**config.mk**
```make
export PLATFORM = sky130hd
export DESIGN_NAME = fp_norm_round_flat
export DESIGN_NICKNAME = d
export VERILOG_FILES = /design/src/rtl/fp_pkg.sv /design/src/rtl/fp_norm_round_if.sv /design/src/rtl/fp_rne_round.sv /design/src/rtl/fp_norm_round.sv /design/src/flat_wrapper.sv
export SDC_FILE = /design/constraint.sdc
export NUM_CORES = 1
export LEC_CHECK = 0
export BUFFER_PORTS_ARGS = -buffer_cell sky130_fd_sc_hd__buf_2
export CAP_MARGIN = 20
export CORE_MARGIN = 3
export CORE_UTILIZATION = 45
export DETAILED_ROUTE_END_ITERATION = 7
export PLACE_DENSITY = 0.75
export SLEW_MARGIN = 20
export SYNTH_ARGS = -nofsm -noshare
export SYNTH_HDL_FRONTEND = slang
export SYNTH_SLANG_ARGS = --single-unit
```
**constraint.sdc**
```tcl
create_clock -name clk -period 3.75 [get_ports clk]
set_input_delay 0.1875 -clock clk [delete_from_list [all_inputs] [get_ports clk]]
set_output_delay 0.1875 -clock clk [all_outputs]
set_load 0.005 [all_outputs]
```
**src/rtl/fp_pkg.sv**
```systemverilog
// Shared floating-point helpers: field widths derived from the total width,
// exponent constants, raw-magnitude bit positions and the post-add FSM types.
package fp_pkg;

    function automatic int exp_width(input int n);
        return n / 4;
    endfunction

    function automatic int mant_width(input int n);
        return n - n / 4;
    endfunction

    function automatic int exp_bias(input int ew);
        return (1 << (ew - 1)) - 1;
    endfunction

    function automatic int exp_max(input int ew);
        return (1 << ew) - 1;
    endfunction

    localparam int FP_N       = 32;
    localparam int FP_EW      = exp_width(FP_N);
    localparam int FP_BIAS    = exp_bias(FP_EW);
    localparam int FP_EXP_MAX = exp_max(FP_EW);

    // Raw magnitude layout: {carry, hidden, fraction, guard, round, sticky}.
    localparam int S_BIT    = 0;
    localparam int R_BIT    = 1;
    localparam int G_BIT    = 2;
    localparam int FRAC_LSB = 3;

    function automatic int hidden_pos(input int mw);
        return mw + 2;
    endfunction

    function automatic int carry_pos(input int mw);
        return mw + 3;
    endfunction

    typedef enum logic [1:0] {
        IDLE,
        NORM,
        ROUND,
        DONE
    } state_t;

    // How the ROUND state packs the item it holds.
    typedef enum logic [1:0] {
        K_NORMAL,
        K_ZERO,
        K_SPECIAL
    } kind_t;

endpackage

```
**src/rtl/fp_norm_round_if.sv**
```systemverilog
// Raw-sum input and packed-result output handshakes of the normalise/round stage.
interface fp_norm_round_if
    import fp_pkg::*;
#(
    parameter int N = 32
);
    localparam int EW = exp_width(N);
    localparam int MW = mant_width(N);

    logic          in_valid;
    logic          in_ready;
    logic          in_sign;
    logic [EW-1:0] in_exp;
    logic [MW+3:0] in_mag;
    logic          out_valid;
    logic          out_ready;
    logic [N-1:0]  out_result;
    logic          out_overflow;
    logic          out_underflow;

    modport master (
        output in_valid, in_sign, in_exp, in_mag, out_ready,
        input  in_ready, out_valid, out_result, out_overflow, out_underflow
    );

    modport slave (
        input  in_valid, in_sign, in_exp, in_mag, out_ready,
        output in_ready, out_valid, out_result, out_overflow, out_underflow
    );

endinterface

```
**src/rtl/fp_rne_round.sv**
```systemverilog
// Round-to-nearest-even increment at the fraction LSB, with carry-out detect.
module fp_rne_round
    import fp_pkg::*;
#(
    parameter int MW = 24
) (
    input  logic [MW+3:0] mag,
    output logic [MW+3:0] mag_rnd,
    output logic          carry
);
    logic inc;

    // Ties go up only when the kept LSB is odd.
    assign inc     = mag[G_BIT] & (mag[R_BIT] | mag[S_BIT] | mag[FRAC_LSB]);
    assign mag_rnd = mag + {{MW{1'b0}}, inc, 3'b000};
    assign carry   = mag_rnd[carry_pos(MW)];

endmodule

```
**src/rtl/fp_norm_round.sv**
```systemverilog
// Post-add stage: iterative left normalise, RNE round, over/underflow handling
// and packing into an N-bit IEEE-style word.
module fp_norm_round
    import fp_pkg::*;
#(
    parameter int N = 32
) (
    input  logic           clk,
    input  logic           rst_n,
    fp_norm_round_if.slave bus,
    output logic           busy
);
    localparam int EW    = exp_width(N);
    localparam int MW    = mant_width(N);
    localparam int MAG_W = MW + 4;
    localparam int XW    = EW + 2;
    localparam int C_BIT = carry_pos(MW);
    localparam int H_BIT = hidden_pos(MW);
    localparam logic signed [XW-1:0] EXP_TOP = XW'(exp_max(EW));

    state_t                 state_q, state_d;
    kind_t                  kind_q, kind_d;
    logic                   sign_q, sign_d;
    logic signed [XW-1:0]   exp_q, exp_d, exp_r;
    logic [MAG_W-1:0]       mag_q, mag_d, mag_r;
    logic [N-1:0]           result_q, result_d;
    logic                   ovf_q, ovf_d;
    logic                   unf_q, unf_d;
    logic [MAG_W-1:0]       mag_rnd;
    logic                   rnd_carry;

    fp_rne_round #(.MW(MW)) u_rne (
        .mag     (mag_q),
        .mag_rnd (mag_rnd),
        .carry   (rnd_carry)
    );

    always_comb begin
        // NOTE: every signal gets a default before the case so no path infers a latch.
        state_d  = state_q;
        kind_d   = kind_q;
        sign_d   = sign_q;
        exp_d    = exp_q;
        mag_d    = mag_q;
        result_d = result_q;
        ovf_d    = ovf_q;
        unf_d    = unf_q;
        exp_r    = exp_q;
        mag_r    = mag_rnd;

        unique case (state_q)
            IDLE: begin
                if (bus.in_valid) begin
                    sign_d = bus.in_sign;
                    exp_d  = {2'b00, bus.in_exp};
                    mag_d  = bus.in_mag;
                    ovf_d  = 1'b0;
                    unf_d  = 1'b0;
                    if (&bus.in_exp) begin
                        kind_d  = K_SPECIAL;
                        state_d = ROUND;
                    end else begin
                        kind_d  = K_NORMAL;
                        state_d = NORM;
                    end
                end
            end

            NORM: begin
                if (mag_q == '0) begin
                    sign_d  = 1'b0;
                    kind_d  = K_ZERO;
                    state_d = ROUND;
                end else if (mag_q[C_BIT]) begin
                    // Bits shifted out on the right fold into sticky.
                    mag_d   = {1'b0, mag_q[MAG_W-1:2], |mag_q[1:0]};
                    exp_d   = exp_q + XW'(1);
                    state_d = ROUND;
                end else if (mag_q[H_BIT]) begin
                    state_d = ROUND;
                end else if (exp_q <= XW'(1)) begin
                    mag_d   = '0;
                    kind_d  = K_ZERO;
                    unf_d   = 1'b1;
                    state_d = ROUND;
                end else begin
                    mag_d = mag_q << 1;
                    exp_d = exp_q - XW'(1);
                end
            end

            ROUND: begin
                unique case (kind_q)
                    K_ZERO:    result_d = {sign_q, {(N-1){1'b0}}};
                    K_SPECIAL: result_d = {sign_q, exp_q[EW-1:0], mag_q[H_BIT-1:FRAC_LSB]};
                    default: begin
                        if (rnd_carry) begin
                            mag_r = {1'b0, mag_rnd[MAG_W-1:1]};
                            exp_r = exp_q + XW'(1);
                        end
                        if (exp_r >= EXP_TOP) begin
                            result_d = {sign_q, {EW{1'b1}}, {(MW-1){1'b0}}};
                            ovf_d    = 1'b1;
                        end else begin
                            result_d = {sign_q, exp_r[EW-1:0], mag_r[H_BIT-1:FRAC_LSB]};
                        end
                        mag_d = mag_r;
                        exp_d = exp_r;
                    end
                endcase
                state_d = DONE;
            end

            DONE: begin
                if (bus.out_ready) begin
                    state_d = IDLE;
                end
            end

            default: state_d = IDLE;
        endcase
    end

    always_ff @(posedge clk or negedge rst_n) begin
        if (!rst_n) begin
            state_q  <= IDLE;
            kind_q   <= K_NORMAL;
            sign_q   <= 1'b0;
            exp_q    <= '0;
            mag_q    <= '0;
            result_q <= '0;
            ovf_q    <= 1'b0;
            unf_q    <= 1'b0;
        end else begin
            // NOTE: non-blocking so every register samples the pre-edge values.
            state_q  <= state_d;
            kind_q   <= kind_d;
            sign_q   <= sign_d;
            exp_q    <= exp_d;
            mag_q    <= mag_d;
            result_q <= result_d;
            ovf_q    <= ovf_d;
            unf_q    <= unf_d;
        end
    end

    assign bus.in_ready      = (state_q == IDLE);
    assign bus.out_valid     = (state_q == DONE);
    assign bus.out_result    = result_q;
    assign bus.out_overflow  = ovf_q;
    assign bus.out_underflow = unf_q;
    assign busy              = (state_q != IDLE);

endmodule
```
**src/flat_wrapper.sv**
```systemverilog
// flat-port wrapper written by rule: the top's interface ports become plain ports
module fp_norm_round_flat import fp_pkg::*;
#(
    parameter int N = 32
)
  (clk, rst_n, busy, bus_in_valid, bus_in_sign, bus_in_exp, bus_in_mag, bus_out_ready, bus_in_ready, bus_out_valid, bus_out_result, bus_out_overflow, bus_out_underflow);
  fp_norm_round_if #(.N(N)) bus_i ();
  input  logic clk;
  input  logic rst_n;
  output logic busy;
  input wire logic [$bits(bus_i.in_valid)-1:0] bus_in_valid;
  input wire logic [$bits(bus_i.in_sign)-1:0] bus_in_sign;
  input wire logic [$bits(bus_i.in_exp)-1:0] bus_in_exp;
  input wire logic [$bits(bus_i.in_mag)-1:0] bus_in_mag;
  input wire logic [$bits(bus_i.out_ready)-1:0] bus_out_ready;
  output wire logic [$bits(bus_i.in_ready)-1:0] bus_in_ready;
  output wire logic [$bits(bus_i.out_valid)-1:0] bus_out_valid;
  output wire logic [$bits(bus_i.out_result)-1:0] bus_out_result;
  output wire logic [$bits(bus_i.out_overflow)-1:0] bus_out_overflow;
  output wire logic [$bits(bus_i.out_underflow)-1:0] bus_out_underflow;
  assign bus_i.in_valid = bus_in_valid;
  assign bus_i.in_sign = bus_in_sign;
  assign bus_i.in_exp = bus_in_exp;
  assign bus_i.in_mag = bus_in_mag;
  assign bus_i.out_ready = bus_out_ready;
  assign bus_in_ready = bus_i.in_ready;
  assign bus_out_valid = bus_i.out_valid;
  assign bus_out_result = bus_i.out_result;
  assign bus_out_overflow = bus_i.out_overflow;
  assign bus_out_underflow = bus_i.out_underflow;
  fp_norm_round #(.N(N)) u_core (.clk(clk), .rst_n(rst_n), .bus(bus_i), .busy(busy));
endmodule
```
==> results.sh, run 1 <==
export IMPL_status="finished clean"
export IMPL_r2r_setup_slack_ps=240
export IMPL_placed_cell_area_um2=6135
export IMPL_finalWirelength_mm=18.10
export IMPL_antenna_found_initial=0
export IMPL_min_period_over_period=0.9372
export IMPL_grt_pass1_vias=5408
export IMPL_drive_above_1_share=0.1712
export IMPL_max_slew_margin=0.2748
export IMPL_maxCapViolCount=0
export IMPL_whs_path_depth=3
export IMPL_die_h_um=118.1
export IMPL_syn_area_per_cell_um2=7.801
export IMPL_fin_cells=939
export IMPL_synth_most_common_cell="nand2_1"
export IMPL_die_area_um2=13950
export IMPL_cts_root_buffer="clkbuf_16"
export IMPL_leakagePower_nw=2.867
export IMPL_cts_tree="built"
export IMPL_firstDrtPassIters=5
export IMPL_dpl_cell_count=921
export IMPL_vias=5861
export IMPL_ir_drop_v=0.001100
export IMPL_clock_path_buffers=2
export IMPL_crit_path_cell_trace="and2_1, ha_1, nand3_1, or4_4, o21a_1, or2_1, a32o_1, a41o_1, a21o_1, o21ai_0"
export IMPL_antenna_cells=0
export IMPL_tightest_slew_ps=1081
export IMPL_end_kind="flop"
export IMPL_setup_ws_ps=235.6
export IMPL_crit_slowest_cell="or4_4"
export IMPL_worst_r2r_path_depth=10
export IMPL_area_delta_synth_final_pct=15.27
export IMPL_clk_pin_slew_ps=70
export IMPL_synthesis_instances=725
export IMPL_synth_common_cells="nand2_1 (119), dfrtp_1 (77), nor2_1 (64), clkbuf_1 (60), o21ai_0 (52)"
export IMPL_start_util=0.4650
export IMPL_rsz0062_at_grt="no"
export IMPL_grt_usage=0.2578
export IMPL_cp_top_family="compound AO/OA/AOI/OAI gates"
export IMPL_netlist_area_um2=5655
export IMPL_p_per_area_nw_per_um2=1006
export IMPL_std_cell_rows=40
export IMPL_tns_ps=0
export IMPL_ys_seq_area_frac=0.3407
export IMPL_start_kind="flop"
export IMPL_yosys_most_used_dff="dfrtp_1"
export IMPL_fin_skew_ps=11.15
export IMPL_synth_top_area_frac=0.3407
export IMPL_fin_util=0.5360
export IMPL_htree_levels=3
export IMPL_setup_viol=0
export IMPL_ios=78
export IMPL_r2r_end="u_core.bus.out_result[13]"
export IMPL_nets=816
export IMPL_place_congestion=0.9338
export IMPL_numCtsBuffers=9
export IMPL_syn_num_nets=775
export IMPL_synth_seq_cells=77
export IMPL_dieWidth_um=118.1
export IMPL_grt_max_degree=78
export IMPL_clock_sinks=77
export IMPL_clkLatencyLatePin_ps=350
export IMPL_max_freq_ghz=0.2845
export IMPL_min_period_ps=3514
export IMPL_synth_top_cell_by_area="dfrtp_1"
export IMPL_async_reset_ff_frac=1.000
export IMPL_cp_required_ps=4010
export IMPL_drtIter0Drc=729
export IMPL_hpwl_mm=12.59
export IMPL_grt_overflow_total=0
export IMPL_fillers=1149
export IMPL_core_area_um2=12160
export IMPL_grt_pass1_wl_mm=29.23
export IMPL_yosysWarnings=0
export IMPL_drc=0
export IMPL_crit_path_max_fanout=10
export IMPL_fin_area_um2=6519
export IMPL_min_path_type="in2reg"
export IMPL_yosys_top_cells_area="dfrtp_1 (34%), nand2_1 (7.9%), o21ai_0 (4.6%), nor2_1 (4.2%), clkbuf_1 (4.0%)"
export IMPL_port_buffers=77
export IMPL_synth_edf_count=0
export IMPL_critPathMaxStageDelay_ps=580
export IMPL_synth_cell_types=64
export IMPL_ant_nets=0
export IMPL_hold_viol_final=0
export IMPL_min_to="u_core.mag_q[27]"
export IMPL_place_ws_ps=160.7
export IMPL_worstSetupPathType="reg2reg"
export IMPL_wl_per_cell_um=19.27
export IMPL_worstPathArrival_ps=3770
export IMPL_viasPerCell=6.242
export IMPL_r2r_start="u_core.mag_q[2]"
export IMPL_crit_buf_inv=0
export IMPL_slew_violations=0
export IMPL_hp_start="bus_in_mag[27]"
## through the flow
stage | power, mW | hold slack, ps
floorplan | 4.387 | -108.1
global placement | 5.364 | 428.1
detailed placement | 5.465 | 430.7
CTS | 6.495 | 64.81
global route | 7.078 | 111.8
finish | 6.558 | 101.4
## layer usage
metal  vias up  GRT usage  wire (um)
met5         -          0          0
met4         0    0.08938        324
met3        23    0.04133       1389
met2       299     0.4016       8296
met1      2829     0.3634       8086
li1       2710          -          -
## area by class of cell
class | count | area, um2 | share of cell area
Clock buffer | 12 | 266.5 | 0.04088
Timing Repair Buffer | 106 | 624.3 | 0.09578
Clock inverter | 4 | 77.57 | 0.01190
Tap cell | 168 | 210.2 | 0.03225
Inverter | 18 | 67.56 | 0.01036
Multi-Input combinational cell | 554 | 3346 | 0.5132
Sequential cell | 77 | 1927 | 0.2956
## logic make-up (layout without fill, tap and decap cells)
logic type / Yosys count / count (layout) / synth area share
AOI/OAI and AO/OA: 203 / 203 / 0.2562
xor gates and xnor gates: 30 / 30 / 0.04646
adders and majority gates: 9 / 9 / 0.01991
buffers and inverters: 94 / 140 / 0.06969
DFF: 77 / 77 / 0.3407
muxes: 8 / 8 / 0.01460
and+or+nand+nor: 304 / 304 / 0.2524
## what timing repair did
action / 4_1_cts / 5_1_grt
resized for setup: 0 / 1
hold buffers: 0 / 1
endpoints found under the setup margin: 0 / 31
buffers inserted: 0 / 1
endpoints found under the hold margin: 0 / 77
## worst reg2reg max path, stage by stage, from the launching register on
cell	delay [ps]
dfrtp_1	480
and2_1	180
ha_1	230
nand3_1	150
or4_4	580
o21a_1	310
or2_1	390
a32o_1	300
a41o_1	270
a21o_1	330
o21ai_0	210
## power by group
part | internal (mW) | switching [mW] | total [mW]
clock | 0.642 | 0.374 | 1.02
combinational | 1.53 | 2.29 | 3.82
sequential | 1.23 | 0.496 | 1.72
## worst max path at each step
stage / start / end / slack [ps] / cells past startpoint
CTS: u_core.mag_q[2] / u_core.bus.out_result[23] / 120 / 10
global route: u_core.mag_q[2] / u_core.bus.out_result[2] / 20 / 10
global placement: u_core.mag_q[2] / u_core.bus.out_result[11] / 320 / 10
detailed placement: u_core.mag_q[2] / u_core.bus.out_result[23] / 160 / 10
finish: u_core.mag_q[2] / u_core.bus.out_result[13] / 240 / 10
floorplan: u_core.mag_q[2] / u_core.bus.out_result[23] / 600 / 13
## placed cells by master, fill, tap and decap left out, types with 10 or more instances in the layout
master,instances
nand2_1,119
dfrtp_1,77
buf_2,76
nor2_1,64
o21ai_0,52
nand3_1,31
buf_4,27
a21oi_1,24
and3_1,24
a221o_1,20
nand4_1,19
a22o_1,18
xnor2_1,16
inv_1,16
xor2_1,14
nor4_1,11
a22oi_1,11
o31ai_1,10
## state kept, by name, summed over array words and instances (netlist names)
| register | count |
|---|---|
| u_core.bus.out_result | 32 |
| u_core.exp_q | 10 |
| u_core.bus.out_underflow | 1 |
| u_core.bus.out_overflow | 1 |
| u_core.state_q | 2 |
| u_core.sign_q | 1 |
| u_core.mag_q | 28 |
| u_core.kind_q | 2 |
No activity file was read; power rests on OpenSTA's default activity.
==> run 2, diff against run 1 <==
--- a/config.mk
+++ b/config.mk
@@ -9,6 +9,7 @@
 export CAP_MARGIN = 20
 export CORE_MARGIN = 3
 export CORE_UTILIZATION = 45
+export CTS_BUF_LIST = sky130_fd_sc_hd__clkbuf_8
 export DETAILED_ROUTE_END_ITERATION = 7
 export PLACE_DENSITY = 0.75
 export SLEW_MARGIN = 20
==> results.sh, run 2 (same netlist as run 1, synthesis figures left out) <==
export IMPL_die_area_um2=13950
export IMPL_start_util=0.4650
export IMPL_clkLatencyLatePin_ps=380
export IMPL_max_slew_margin=0.2552
export IMPL_leakagePower_nw=2.821
export IMPL_nets=816
export IMPL_ir_drop_v=0.001108
export IMPL_crit_buf_inv=1
export IMPL_crit_path_cell_trace="and2_1, ha_1, nand3_1, or4_4, nor3_4, or2_1, a32o_1, a41o_1, a21oi_4, buf_12, a221o_1"
export IMPL_p_per_area_nw_per_um2=985.1
export IMPL_firstDrtPassIters=8
export IMPL_rsz0062_at_grt="no"
export IMPL_slew_violations=0
export IMPL_place_congestion=0.9338
export IMPL_grt_pass1_vias=5415
export IMPL_clock_sinks=77
export IMPL_viasPerCell=6.195
export IMPL_hp_start="bus_in_mag[27]"
export IMPL_clock_path_buffers=2
export IMPL_hold_viol_final=0
export IMPL_r2r_start="u_core.mag_q[2]"
export IMPL_clk_pin_slew_ps=100
export IMPL_grt_usage=0.2557
export IMPL_critPathMaxStageDelay_ps=580
export IMPL_antenna_found_initial=0
export IMPL_wl_per_cell_um=19.25
export IMPL_status="finished clean"
export IMPL_core_area_um2=12160
export IMPL_drc=0
export IMPL_seqPwrFrac=0.272
export IMPL_grt_max_degree=78
export IMPL_numCtsBuffers=9
export IMPL_crit_slowest_cell="or4_4"
export IMPL_crit_path_start="u_core.mag_q[2]"
export IMPL_switching_share=0.4964
export IMPL_min_period_ps=3549
export IMPL_cts_root_buffer="clkbuf_8"
export IMPL_ios=78
export IMPL_hpwl_mm=12.59
export IMPL_worstPathArrival_ps=3810
export IMPL_layout_commonest_cell="nand2_1"
export IMPL_area_delta_synth_final_pct=13.47
export IMPL_pwr_share_clk=0.124
export IMPL_min_path_type="in2reg"
export IMPL_crit_path_max_fanout=16
export IMPL_grt_pass1_wl_mm=29.19
export IMPL_die_h_um=118.1
export IMPL_drive_above_1_share=0.1712
export IMPL_std_cell_rows=40
export IMPL_worstSetupPathType="reg2reg"
export IMPL_fin_skew_ps=17.32
export IMPL_tns_ps=0
export IMPL_end_kind="flop"
export IMPL_maxCapViolCount=0
export IMPL_grtUsageMet2=0.4059
export IMPL_grt_overflow_total=0
export IMPL_tightest_slew_ps=1110
export IMPL_finalWirelength_mm=18.08
export IMPL_min_period_over_period=0.9464
export IMPL_largest_reg_flops=32
export IMPL_layout_common_cells="nand2_1 (119), dfrtp_1 (77), buf_2 (76)"
export IMPL_setup_viol=0
export IMPL_vias=5817
export IMPL_met3_usage=0.03940
export IMPL_pwr_share_comb=0.604
export IMPL_cp_required_ps=4010
export IMPL_cp_top_family="simple AND/OR/NAND/NOR gates"
export IMPL_dieWidth_um=118.1
export IMPL_intPower_mw=3.183
export IMPL_holdWs_ps=61.41
export IMPL_cts_tree="built"
export IMPL_max_freq_ghz=0.2818
export IMPL_start_kind="flop"
export IMPL_ant_nets=0
export IMPL_htree_levels=3
export IMPL_grt_busiest_layer="met2"
export IMPL_drtIter0Drc=708
export IMPL_antenna_cells=0
export IMPL_power_switching_mw=3.138
export IMPL_use_met1=0.3612
export IMPL_port_buffers=77
[run 2: per-layer routing]
| metal | wire length (um) | vias up |
|---|---|---|
| li1 | - | 2704 |
| met1 | 8076 | 2801 |
| met2 | 8317 | 284 |
| met3 | 1381 | 28 |
| met4 | 304 | 0 |
| met5 | 0 | - |
[run 2: area by class of cell]
cell class / instances / area [um2]
well taps: 168 / 210.2
inverters: 18 / 67.56
clock buffers: 12 / 165.2
clock inverters: 4 / 77.57
fillers: 1165 / 5744
repair buffers: 106 / 624.3
flip-flops and latches: 77 / 1927
multi-input cells: 554 / 3346
[run 2: power by group through the flow]
stage	clock [mW]	combinational [mW]	sequential (mW)
after global routing	0.825	4.24	1.77
after CTS	0.787	3.76	1.70
after detailed placement	0	3.74	1.72
after global placement	0	3.67	1.70
after floorplan	0	2.97	1.42
final	0.785	3.82	1.72
[run 2: timing repair]
| item | in CTS | in global routing |
|---|---|---|
| endpoints found under the setup margin | 0 | 32 |
| hold endpoints to repair | 0 | 77 |
| buffers inserted | 0 | 1 |
| resized for setup | 0 | 1 |
| hold buffers | 0 | 1 |
[run 2: worst min-delay path, stage by stage]
cell and delay (ps):
buf_2 100, nand2_1 60, o21ai_0 60
[run 2: metrics by stage]
step	cell area (um2)	setup slack, ps	cells	power [mW]	util
detailed placement	6135	160.7	921	5.465	0.5044
floorplan	5655	597.3	725	4.387	-
global route	6417	11.68	939	6.841	0.5277
global placement	6135	320.1	921	5.364	0.5044
CTS	6377	109.3	937	6.256	0.5244
finish	6417	200.8	939	6.322	0.5277
[run 2: final timing paths]
kind / to / slack (ps) / depth (start not counted)
max: u_core.bus.out_result[11] / 200 / 11
min: u_core.mag_q[27] / 60 / 3
max reg2reg: u_core.bus.out_result[11] / 200 / 11
min reg2reg: u_core.kind_q[0] / 490 / 2
max in group asynchronous: u_core.kind_q[0] / 2810 / 2
min in group asynchronous: u_core.bus.out_result[24] / 420 / 2
==> run 3, diff against run 2 <==
--- a/config.mk
+++ b/config.mk
@@ -7,7 +7,7 @@
 export LEC_CHECK = 0
 export BUFFER_PORTS_ARGS = -buffer_cell sky130_fd_sc_hd__buf_2
 export CAP_MARGIN = 20
-export CORE_MARGIN = 3
+export CORE_ASPECT_RATIO = 0.75
 export CORE_UTILIZATION = 45
 export CTS_BUF_LIST = sky130_fd_sc_hd__clkbuf_8
 export DETAILED_ROUTE_END_ITERATION = 7
==> results.sh, run 3 (same netlist as run 1, synthesis figures left out) <==
export IMPL_grt_pass1_vias=5432
export IMPL_fin_area_um2=6392
export IMPL_r2r_setup_slack_ps=240
export IMPL_worstSetupPathType="reg2reg"
export IMPL_clock_path_buffers=2
export IMPL_min_period_over_period=0.9357
export IMPL_register_area_um2=1927
export IMPL_drive_above_1_share=0.1723
export IMPL_drtIter0Drc=601
export IMPL_whs_path_depth=3
export IMPL_core_area_um2=12260
export IMPL_start_util=0.4612
export IMPL_firstDrtPassIters=5
export IMPL_nets=818
export IMPL_crit_path_cell_trace="and2_1, ha_1, nand3_1, or4_4, o21a_1, o21ai_0, xor2_1, a21o_1, o21ai_0"
export IMPL_layout_common_cells="nand2_1 (119), dfrtp_1 (77), buf_2 (76)"
export IMPL_crit_buf_inv=0
export IMPL_die_area_um2=13020
export IMPL_place_congestion=0.9209
export IMPL_clock_sinks=77
export IMPL_tns_ps=0
export IMPL_ios=78
export IMPL_r2r_start="u_core.mag_q[2]"
export IMPL_worstPathArrival_ps=3740
export IMPL_grt_pass1_wl_mm=29.34
export IMPL_cp_top_family="compound AO/OA/AOI/OAI gates"
export IMPL_cpMostUsedCell="o21ai_0"
export IMPL_cp_required_ps=3980
export IMPL_std_cell_rows=35
export IMPL_max_freq_ghz=0.2850
export IMPL_grt_usage=0.2842
export IMPL_fillers=1190
export IMPL_dieWidth_um=131.5
export IMPL_hpwl_mm=12.42
export IMPL_maxCapViolCount=0
export IMPL_crit_path_max_fanout=10
export IMPL_multi_input_area_um2=3339
export IMPL_rsz0062_at_grt="no"
export IMPL_setup_viol=0
export IMPL_hp_start="bus_in_mag[15]"
export IMPL_r2r_end="u_core.bus.out_result[17]"
export IMPL_drc=0
export IMPL_finalWirelength_mm=17.94
export IMPL_fin_skew_ps=14.91
export IMPL_wl_per_cell_um=19.12
export IMPL_vias=5791
export IMPL_critPathMaxStageDelay_ps=580
export IMPL_end_kind="flop"
export IMPL_min_path_type="in2reg"
export IMPL_largest_reg_flops=32
export IMPL_max_slew_margin=0.4218
export IMPL_ant_nets=0
export IMPL_min_period_ps=3509
export IMPL_worst_r2r_path_depth=9
export IMPL_die_h_um=99.09
export IMPL_slew_violations=0
export IMPL_antenna_found_initial=0
export IMPL_clkLatencyLatePin_ps=370
export IMPL_hold_viol_final=0
export IMPL_viasPerCell=6.174
export IMPL_start_kind="flop"
export IMPL_placed_cell_area_um2=6160
export IMPL_cts_root_buffer="clkbuf_8"
export IMPL_antenna_cells=0
export IMPL_crit_slowest_cell="or4_4"
export IMPL_p_per_area_nw_per_um2=970.4
export IMPL_area_delta_synth_final_pct=13.03
export IMPL_min_to="u_core.mag_q[15]"
export IMPL_leakagePower_nw=2.811
export IMPL_tightest_slew_ps=859.3
export IMPL_layout_commonest_cell="nand2_1"
export IMPL_numCtsBuffers=9
export IMPL_grt_overflow_total=0
export IMPL_grt_max_degree=78
export IMPL_ir_drop_v=0.001277
export IMPL_htree_levels=3
export IMPL_port_buffers=77
export IMPL_status="finished clean"
export IMPL_cts_tree="built"
export IMPL_clk_pin_slew_ps=80
[run 3: area by class of cell]
class                   count  share of cell area
multi-input cells         554              0.5224
flip-flops and latches     77              0.3014
repair buffers            108              0.1020
well taps                 166             0.03249
clock buffers              11             0.02368
inverters                  18             0.01057
clock inverters             4            0.007438
[run 3: worst max-delay path by stage]
stage	start	to	cells after the start
floorplan	u_core.mag_q[2]	u_core.bus.out_result[23]	13
global route	u_core.mag_q[2]	u_core.bus.out_result[18]	9
global placement	u_core.mag_q[2]	u_core.bus.out_result[28]	10
detailed placement	u_core.mag_q[2]	u_core.bus.out_result[28]	10
finish	u_core.mag_q[2]	u_core.bus.out_result[17]	9
CTS	u_core.mag_q[2]	u_core.bus.out_result[28]	10
[run 3: metrics by stage]
stage               total power [mW]  utilization  cells  setup slack, ps  hold WS [ps]
global placement               5.367       0.5023    921            382.0         417.0
floorplan                      4.387            -    725            597.3        -108.1
detailed placement             5.472       0.5023    921            187.7         427.0
CTS                            6.142       0.5186    936            160.0         25.64
global route                   6.696       0.5213    938            77.06         81.50
finish                         6.203       0.5213    938            241.1         84.24
[run 3: worst min-delay path, stage by stage]
cell and delay (ps):
buf_2 90, nor2_1 80, o31ai_1 70
[run 3: routing by layer]
layer / vias to the layer above / GRT usage / part of all wire
li1: 2709 / - / -
met1: 2756 / 0.4390 / 0.48
met2: 301 / 0.3989 / 0.42
met3: 25 / 0.05041 / 0.088
met4: 0 / 0.08140 / 0.015
met5: - / 0 / 0
[run 3: report_power, final]
| group | leakage (nW) | internal [mW] | total (mW) | switching [mW] |
|---|---|---|---|---|
| Sequential | 0.967 | 1.22 | 1.68 | 0.453 |
| Combinational | 1.74 | 1.53 | 3.87 | 2.34 |
| Clock | 0.101 | 0.338 | 0.658 | 0.321 |
| Total | 2.81 | 3.09 | 6.20 | 3.11 |
[run 3: timing repair]
action,CTS,global route
buffers inserted,0,1
endpoints found under the hold margin,0,77
hold buffers,0,1
endpoints found under the setup margin,0,2
gates resized for setup,0,0
